## config.mk

```make
export PLATFORM = sky130hd
export DESIGN_NAME = ram128_arbiter
export DESIGN_NICKNAME = d
export VERILOG_FILES = /design/src/rtl/ram128_arbiter.sv
export SDC_FILE = /design/constraint.sdc
export NUM_CORES = 1
export LEC_CHECK = 0
export CORE_UTILIZATION = 43
export DETAILED_ROUTE_END_ITERATION = 10
export PLACE_DENSITY = 0.79
export REMOVE_ABC_BUFFERS = 1
export SYNTH_ARGS = -nofsm -noshare
export SYNTH_HDL_FRONTEND = slang
export SYNTH_SLANG_ARGS = --single-unit
```

## constraint.sdc

```tcl
create_clock -name clk -period 2.1 [get_ports clk]
set_input_delay 0.42 -clock clk [delete_from_list [all_inputs] [get_ports clk]]
set_output_delay 0.42 -clock clk [all_outputs]
set_load 0.02 [all_outputs]
```

## src/rtl/ram128_arbiter.sv

```systemverilog
// Sequencer and round-robin arbiter for a 128-deep single-port distributed RAM bank.
// Clears the bank after reset, then shares it between two requesters with registered read return.
module ram128_arbiter #(
    parameter int unsigned DATA_WIDTH = 8,
    parameter bit          INIT_CLEAR = 1'b1
) (
    input  logic                  clk,
    input  logic                  reset,
    input  logic                  req_a,
    input  logic                  we_a,
    input  logic [6:0]            addr_a,
    input  logic [DATA_WIDTH-1:0] wdata_a,
    output logic                  gnt_a,
    output logic                  rvalid_a,
    output logic [DATA_WIDTH-1:0] rdata_a,
    input  logic                  req_b,
    input  logic                  we_b,
    input  logic [6:0]            addr_b,
    input  logic [DATA_WIDTH-1:0] wdata_b,
    output logic                  gnt_b,
    output logic                  rvalid_b,
    output logic [DATA_WIDTH-1:0] rdata_b,
    output logic [6:0]            ram_addr,
    output logic                  ram_we,
    output logic [DATA_WIDTH-1:0] ram_d,
    input  logic [DATA_WIDTH-1:0] ram_o,
    output logic                  busy
);

    typedef enum logic {
        ST_CLEAR,
        ST_IDLE
    } state_t;

    localparam state_t RST_STATE = INIT_CLEAR ? ST_CLEAR : ST_IDLE;

    state_t                r_state;
    logic [6:0]            r_clr_cnt;
    logic                  r_last_b;
    logic [6:0]            r_ram_addr;
    logic                  r_ram_we;
    logic [DATA_WIDTH-1:0] r_ram_d;
    logic                  r_gnt_a;
    logic                  r_gnt_b;
    logic                  r_rvalid_a;
    logic                  r_rvalid_b;
    logic [DATA_WIDTH-1:0] r_rdata_a;
    logic [DATA_WIDTH-1:0] r_rdata_b;

    state_t                w_state_n;
    logic [6:0]            w_clr_cnt_n;
    logic                  w_last_b_n;
    logic [6:0]            w_ram_addr_n;
    logic                  w_ram_we_n;
    logic [DATA_WIDTH-1:0] w_ram_d_n;
    logic                  w_gnt_a_n;
    logic                  w_gnt_b_n;
    logic                  w_rvalid_a_n;
    logic                  w_rvalid_b_n;
    logic [DATA_WIDTH-1:0] w_rdata_a_n;
    logic [DATA_WIDTH-1:0] w_rdata_b_n;
    logic                  w_elig_a;
    logic                  w_elig_b;
    logic                  w_pick_a;
    logic                  w_pick_b;

    // A port granted this cycle sits out the next edge so a still-held req is not served twice.
    assign w_elig_a = req_a & ~r_gnt_a;
    assign w_elig_b = req_b & ~r_gnt_b;
    assign w_pick_a = w_elig_a & (~w_elig_b | r_last_b);
    assign w_pick_b = w_elig_b & ~w_pick_a;

    always_comb begin
        w_state_n    = r_state;
        w_clr_cnt_n  = r_clr_cnt;
        w_last_b_n   = r_last_b;
        w_ram_addr_n = r_ram_addr;
        w_ram_we_n   = 1'b0;
        w_ram_d_n    = r_ram_d;
        w_gnt_a_n    = 1'b0;
        w_gnt_b_n    = 1'b0;
        // The granted read's address is on the bank during the grant cycle; capture it at its end.
        w_rvalid_a_n = r_gnt_a & ~r_ram_we;
        w_rvalid_b_n = r_gnt_b & ~r_ram_we;
        w_rdata_a_n  = w_rvalid_a_n ? ram_o : r_rdata_a;
        w_rdata_b_n  = w_rvalid_b_n ? ram_o : r_rdata_b;

        case (r_state)
            ST_CLEAR: begin
                if (r_ram_we && (r_ram_addr == 7'd127)) begin
                    w_state_n = ST_IDLE;
                end else begin
                    w_ram_we_n   = 1'b1;
                    w_ram_d_n    = '0;
                    w_ram_addr_n = r_clr_cnt;
                    w_clr_cnt_n  = r_clr_cnt + 7'd1;
                end
            end
            ST_IDLE: begin
                if (w_pick_a) begin
                    w_gnt_a_n    = 1'b1;
                    w_ram_addr_n = addr_a;
                    w_ram_we_n   = we_a;
                    w_ram_d_n    = wdata_a;
                    w_last_b_n   = 1'b0;
                end else if (w_pick_b) begin
                    w_gnt_b_n    = 1'b1;
                    w_ram_addr_n = addr_b;
                    w_ram_we_n   = we_b;
                    w_ram_d_n    = wdata_b;
                    w_last_b_n   = 1'b1;
                end
            end
            default: w_state_n = RST_STATE;
        endcase
    end

    always_ff @(posedge clk or posedge reset) begin
        if (reset) begin
            r_state    <= RST_STATE;
            r_clr_cnt  <= '0;
            r_last_b   <= 1'b1;
            r_ram_addr <= '0;
            r_ram_we   <= 1'b0;
            r_ram_d    <= '0;
            r_gnt_a    <= 1'b0;
            r_gnt_b    <= 1'b0;
            r_rvalid_a <= 1'b0;
            r_rvalid_b <= 1'b0;
            r_rdata_a  <= '0;
            r_rdata_b  <= '0;
        end else begin
            r_state    <= w_state_n;
            r_clr_cnt  <= w_clr_cnt_n;
            r_last_b   <= w_last_b_n;
            r_ram_addr <= w_ram_addr_n;
            r_ram_we   <= w_ram_we_n;
            r_ram_d    <= w_ram_d_n;
            r_gnt_a    <= w_gnt_a_n;
            r_gnt_b    <= w_gnt_b_n;
            r_rvalid_a <= w_rvalid_a_n;
            r_rvalid_b <= w_rvalid_b_n;
            r_rdata_a  <= w_rdata_a_n;
            r_rdata_b  <= w_rdata_b_n;
        end
    end

    assign ram_addr = r_ram_addr;
    assign ram_we   = r_ram_we;
    assign ram_d    = r_ram_d;
    assign gnt_a    = r_gnt_a;
    assign gnt_b    = r_gnt_b;
    assign rvalid_a = r_rvalid_a;
    assign rvalid_b = r_rvalid_b;
    assign rdata_a  = r_rdata_a;
    assign rdata_b  = r_rdata_b;
    assign busy     = (r_state == ST_CLEAR);

endmodule

```

# Word level (Yosys, flattened, before mapping)
# Index checks and enable logic that the tools add are counted.
# totals
reg_bits,45
latchBits,0
ram_bits,0
mem_bits_ro,0
output_inout_bits,37
memories,0
# op_classes
add_sub_neg,1
n_mul,0
div_mod_pow,0
magnitude_cmp,0
eq_ne,3
n_shift,0
n_mux,21
bitwise_logic,14
n_reduce_logical,5
# ops
operator,n
8-bit 2-to-1 mux,3
7-bit 2-to-1 mux,3
8-bit case mux with 2 select lines,1
7-bit case mux with 2 select lines,1
1-bit 2-to-1 mux,12
"7-bit by 1-bit adder with 7-bit output, second input constant",1
"7-bit equality test, second input constant",1
1-bit inverter,7
1-bit AND,6
2-bit AND reduction,3
"3-bit by 1-bit != test with 1-bit output, second input constant",1
"2-bit != test, second input constant",1
1-bit case mux with 2 select lines,1
2-bit nonzero test,1
1-bit logical AND,1
1-bit OR,1

# Longest topological paths before layout
# logic_depth
depth_word,10
ltp_mapped,7
depth_no_buf,4

# Least setup slack after synthesis
# No wires, ideal clock.
# synth_path
kind,register to register
startpoint,"register r_ram_we, in the netlist ram_we"
endpoint,"register r_ram_addr[0], in the netlist ram_addr[0]"
setup_ns,0.125
t_arrival_ns,1.580
required_time_ns,1.975
slack_ns,0.395
path_stages_with_launch,7
synth_period_minus_slack_ns,1.705
path_cell_list,dfrtp_1 -> nand4_2 -> o21ai_4 -> and2_1 -> buf_6 -> buf_12 -> mux2_4
# synth_between
elab_chain_cells,3
# synth_lines
element,line,rtl
start: declaration,41,logic r_ram_we;
start signal: assignment,137,r_ram_we <= w_ram_we_n;
1-bit logical AND,90,if (r_ram_we && (r_ram_addr == 7'd127)) begin
2-bit != test (no line),-,
2-bit AND reduction (no line),-,
end signal: assignment,136,r_ram_addr <= w_ram_addr_n;
end: declaration,40,logic [6:0] r_ram_addr;
# No other way between the ends.
# A chain may end at the register's enable or synchronous reset.

# Worst setup path in the final report
# layout_path
startpoint,register r_state
endpoint,output port busy
# layout_between
elab_chain_cells,1
# layout_lines
element,line,rtl
start: declaration,37,state_t r_state;
start signal: assignment,133,r_state <= w_state_n;
1-bit inverter (no line),-,
end: declaration,27,output logic busy
# No other way between the ends.

==> results.toml <==
[timing]
rsz0062_at_grt = "no"
hold_violations = 0
total_negative_setup_slacks_ns = 0
period_needed_ns = 1.849
achievable-frequency_mhz = 540.9
layout_worst_path_cycle_share_pct = 88.04
worst_clock_skew_ns = 0.003776
normalized_max_slew_margin_pct = 70.61
finalMaxSlewViolations = 0
final-setup-viol-count = 0
timing.final.ws_setup_ns = 0.2512
tightestPinTransition_ns = 0.4408

[synthesis]
number_of_enable_type_register_cells_in_the_synthesized_netlist = 0
synthDominantAreaCellType = "sky130_fd_sc_hd__dfrtp_1"
yosysTopAreaCellShare_pct = 53.50
synth_fa_ha_area_share_pct = 0.6079
seq_area_frac_synth_pct = 54.77
synth.area.top_cells = "sky130_fd_sc_hd__dfrtp_1 (53%), sky130_fd_sc_hd__mux2_2 (10%), sky130_fd_sc_hd__mux2i_1 (4.4%)"
avgSynthCellArea_sq_um = 12.55
synth.mux.area_fraction_pct = 17.87
combinational_family_with_the_most_area_after_synthesis = "multiplexers"
synthArstFlopShare_pct = 100.0
ys.flop_type = "sky130_fd_sc_hd__dfrtp_1"
complex_gate_fraction_of_the_synthesized_area_pct = 9.544
count_of_cell_types_in_the_netlist = 33
synth_register_bits = 45
synthesis.area_sq_mm = 0.002058
synth_xor_xnor_area_share_pct = 2.553
syn_inst_count = 164
post_synth_and_or_nand_nor_area_fraction_pct = 10.46
ys.warnings.count = 0

[min_path]
hp-class = "in -> async"

[die]
floorplan.die_area_sq_mm = 0.005067
start_util_pct = 46.00
chipHeight_um = 71.19
placeableCoreArea_sq_mm = 0.004474
core.rowCount = 24
design.portCount = 81
die_width_um = 71.19

[detailed_routing]
antenna_left = 0
drc = 6
vias_per_cell = 5.220
finalWirelength_um = 4520
detail_route.first_pass.iterations = 7
route.vias.total = 1592
dr_iter_0_viols = 53
routedWlPerCell_um = 14.82

[cts]
clock_path_buffers = 2
ctsHtreeMaxLevel = 2
postCtsHoldBufs = 0
total_setup_buffers_inserted_after_cts = 0
ctsRootBufferMaster = "sky130_fd_sc_hd__clkbuf_8"
worst_skew_pair_later_pin_latency_ns = 0.29
tritoncts = "built"
cts-buffers-inserted = 5
path_clk_slew_ns = 0.08
post_cts.resized_instances = 0
numClockSinks = 45

[global_route]
gr-total-overflow = 0
antenna_found_initial = 0
grt_pass1_wl_um = 7479
largest_net_degree_at_the_start_of_global_routing = 22
track_usage_pct = 19.21
first_global_vias = 1580

[setup_path]
setup.worst_path.start = "r_state"
crit_path_start_kind = "flip-flop"
critical_path_required_ns = 1.68
arrival_ns = 1.43
crit_fanout = 5
setup.worst_path.end_class = "output pin"
reg2reg_depth = 4
timing_worst_setup_path_type = "reg -> out"
crit-reg2reg-launch = "ram_we"

[placed_design]
place_ws_ns = 0.04622
gp_congestion = 0.8163
dp_hpwl_um = 3477
numPortBuffers = 80

[power_and_ir_drop]
internal-power_uw = 2164
clockPowerShare_pct = 24.4
power_density_mw_per_mm2 = 1007
pwr-share-seq_pct = 38.6
combPwrFrac_pct = 37.0
switching_share_pct = 30.15
leakage_uw = 0.001324
irDropWorstVdd_mv = 0.7333
power.switching_uw = 933.9

[layout]
post_route_cells_drive_above_1_share_pct = 19.37
area.growth.synth_to_final_pct = 49.54
finish.net_count = 297
final_util_pct = 68.79
antenna_cells = 0

[outcome]
status = "complete, but fails checks"
violated_checks = "design-rule violations"

[flow_run]
drv_cap = 0
==> through the flow <==
stage	hold slack, ns	power [uW]	std cells	area (sq um)
floorplan	0.4423	1766	155	1991
global placement	0.4603	2340	297	2944
detailed placement	0.4693	2368	297	2944
CTS	0.3300	3134	305	3078
global route	0.3427	3250	305	3078
finish	0.3348	3098	305	3078
==> path summary, 6_finish.rpt <==
check / to / slack [ns]
min in group clk: r_clr_cnt[6] / 0.48
min: r_clr_cnt[1] / 0.33
max: busy / 0.25
max reg2reg: ram_addr[1] / 0.47
max in group asynchronous: ram_addr[2] / 1.28
min reg2reg: r_clr_cnt[6] / 0.48
==> per-layer routing <==
| metal | global-route usage, % | wire length [um] |
|---|---|---|
| met1 | 25.14 | 1956 |
| met2 | 31.75 | 2164 |
| met3 | 7.123 | 377 |
| met4 | 2.000 | 21 |
| met5 | 0 | 0 |
==> cells in the final DEF, fill, tap and decap left out, types with 3 or more instances in the layout <==
| master | instances |
|---|---|
| sky130_fd_sc_hd__nor3_1 | 3 |
| sky130_fd_sc_hd__dfrtp_1 | 44 |
| sky130_fd_sc_hd__clkbuf_8 | 5 |
| sky130_fd_sc_hd__mux2_2 | 19 |
| sky130_fd_sc_hd__mux2_1 | 3 |
| sky130_fd_sc_hd__a31oi_1 | 7 |
| sky130_fd_sc_hd__o21ai_0 | 9 |
| sky130_fd_sc_hd__nand3_1 | 9 |
| sky130_fd_sc_hd__mux2i_1 | 9 |
| sky130_fd_sc_hd__inv_1 | 3 |
| sky130_fd_sc_hd__clkdlybuf4s50_1 | 80 |
| sky130_fd_sc_hd__xor2_1 | 4 |
| sky130_fd_sc_hd__buf_4 | 9 |
| sky130_fd_sc_hd__o2bb2ai_1 | 8 |
| sky130_fd_sc_hd__nor2_1 | 11 |
==> cell usage after synthesis (3+ instances only) <==
cell type / n
sky130_fd_sc_hd__nand3_1: 9
sky130_fd_sc_hd__mux2_2: 19
sky130_fd_sc_hd__nor2_1: 11
sky130_fd_sc_hd__clkbuf_1: 4
sky130_fd_sc_hd__o21ai_0: 9
sky130_fd_sc_hd__a31oi_1: 7
sky130_fd_sc_hd__o2bb2ai_1: 8
sky130_fd_sc_hd__xor2_1: 4
sky130_fd_sc_hd__nor3_1: 3
sky130_fd_sc_hd__dfrtp_1: 44
sky130_fd_sc_hd__mux2i_1: 9
sky130_fd_sc_hd__mux2_1: 3
sky130_fd_sc_hd__inv_1: 4
==> critical path, stage by stage, from the launching register on <==
cell                              delay, ns
sky130_fd_sc_hd__dfrtp_1               0.39
sky130_fd_sc_hd__inv_2                 0.12
sky130_fd_sc_hd__clkdlybuf4s50_1       0.62
==> area by class of cell <==
cell class,count,area (sq um)
Timing Repair Buffer,90,888.4
Multi-Input combinational cell,105,844.6
Clock buffer,5,68.82
Sequential cell,45,1127
Clock inverter,3,65.06
Tap cell,52,65.06
Inverter,5,18.77
Fill cell,315,1396
==> state kept, by name (all words and copies together) (netlist names) <==
signal and cells:
gnt_b 1, ram_we 1, rvalid_a 1, r_clr_cnt 7, rdata_b 8, gnt_a 1
ram_d 8, rvalid_b 1, r_state 1, r_last_b 1, ram_addr 7, rdata_a 8
==> kinds of logic after synthesis <==
family | Yosys count
flops | 45
xor+xnor | 6
fa+ha+maj | 1
compound gates | 27
buf+inv | 14
simple gates | 38
mux | 33
==> power groups by stage <==
stage	logic, uW	registers [uW]	clock network [uW]
floorplan	317	1450	0
global placement	1140	1200	0
detailed placement	1150	1210	0
CTS	1160	1200	776
global route	1220	1220	810
finish	1150	1200	756
Note: power is estimated with default switching activity, not from simulation.
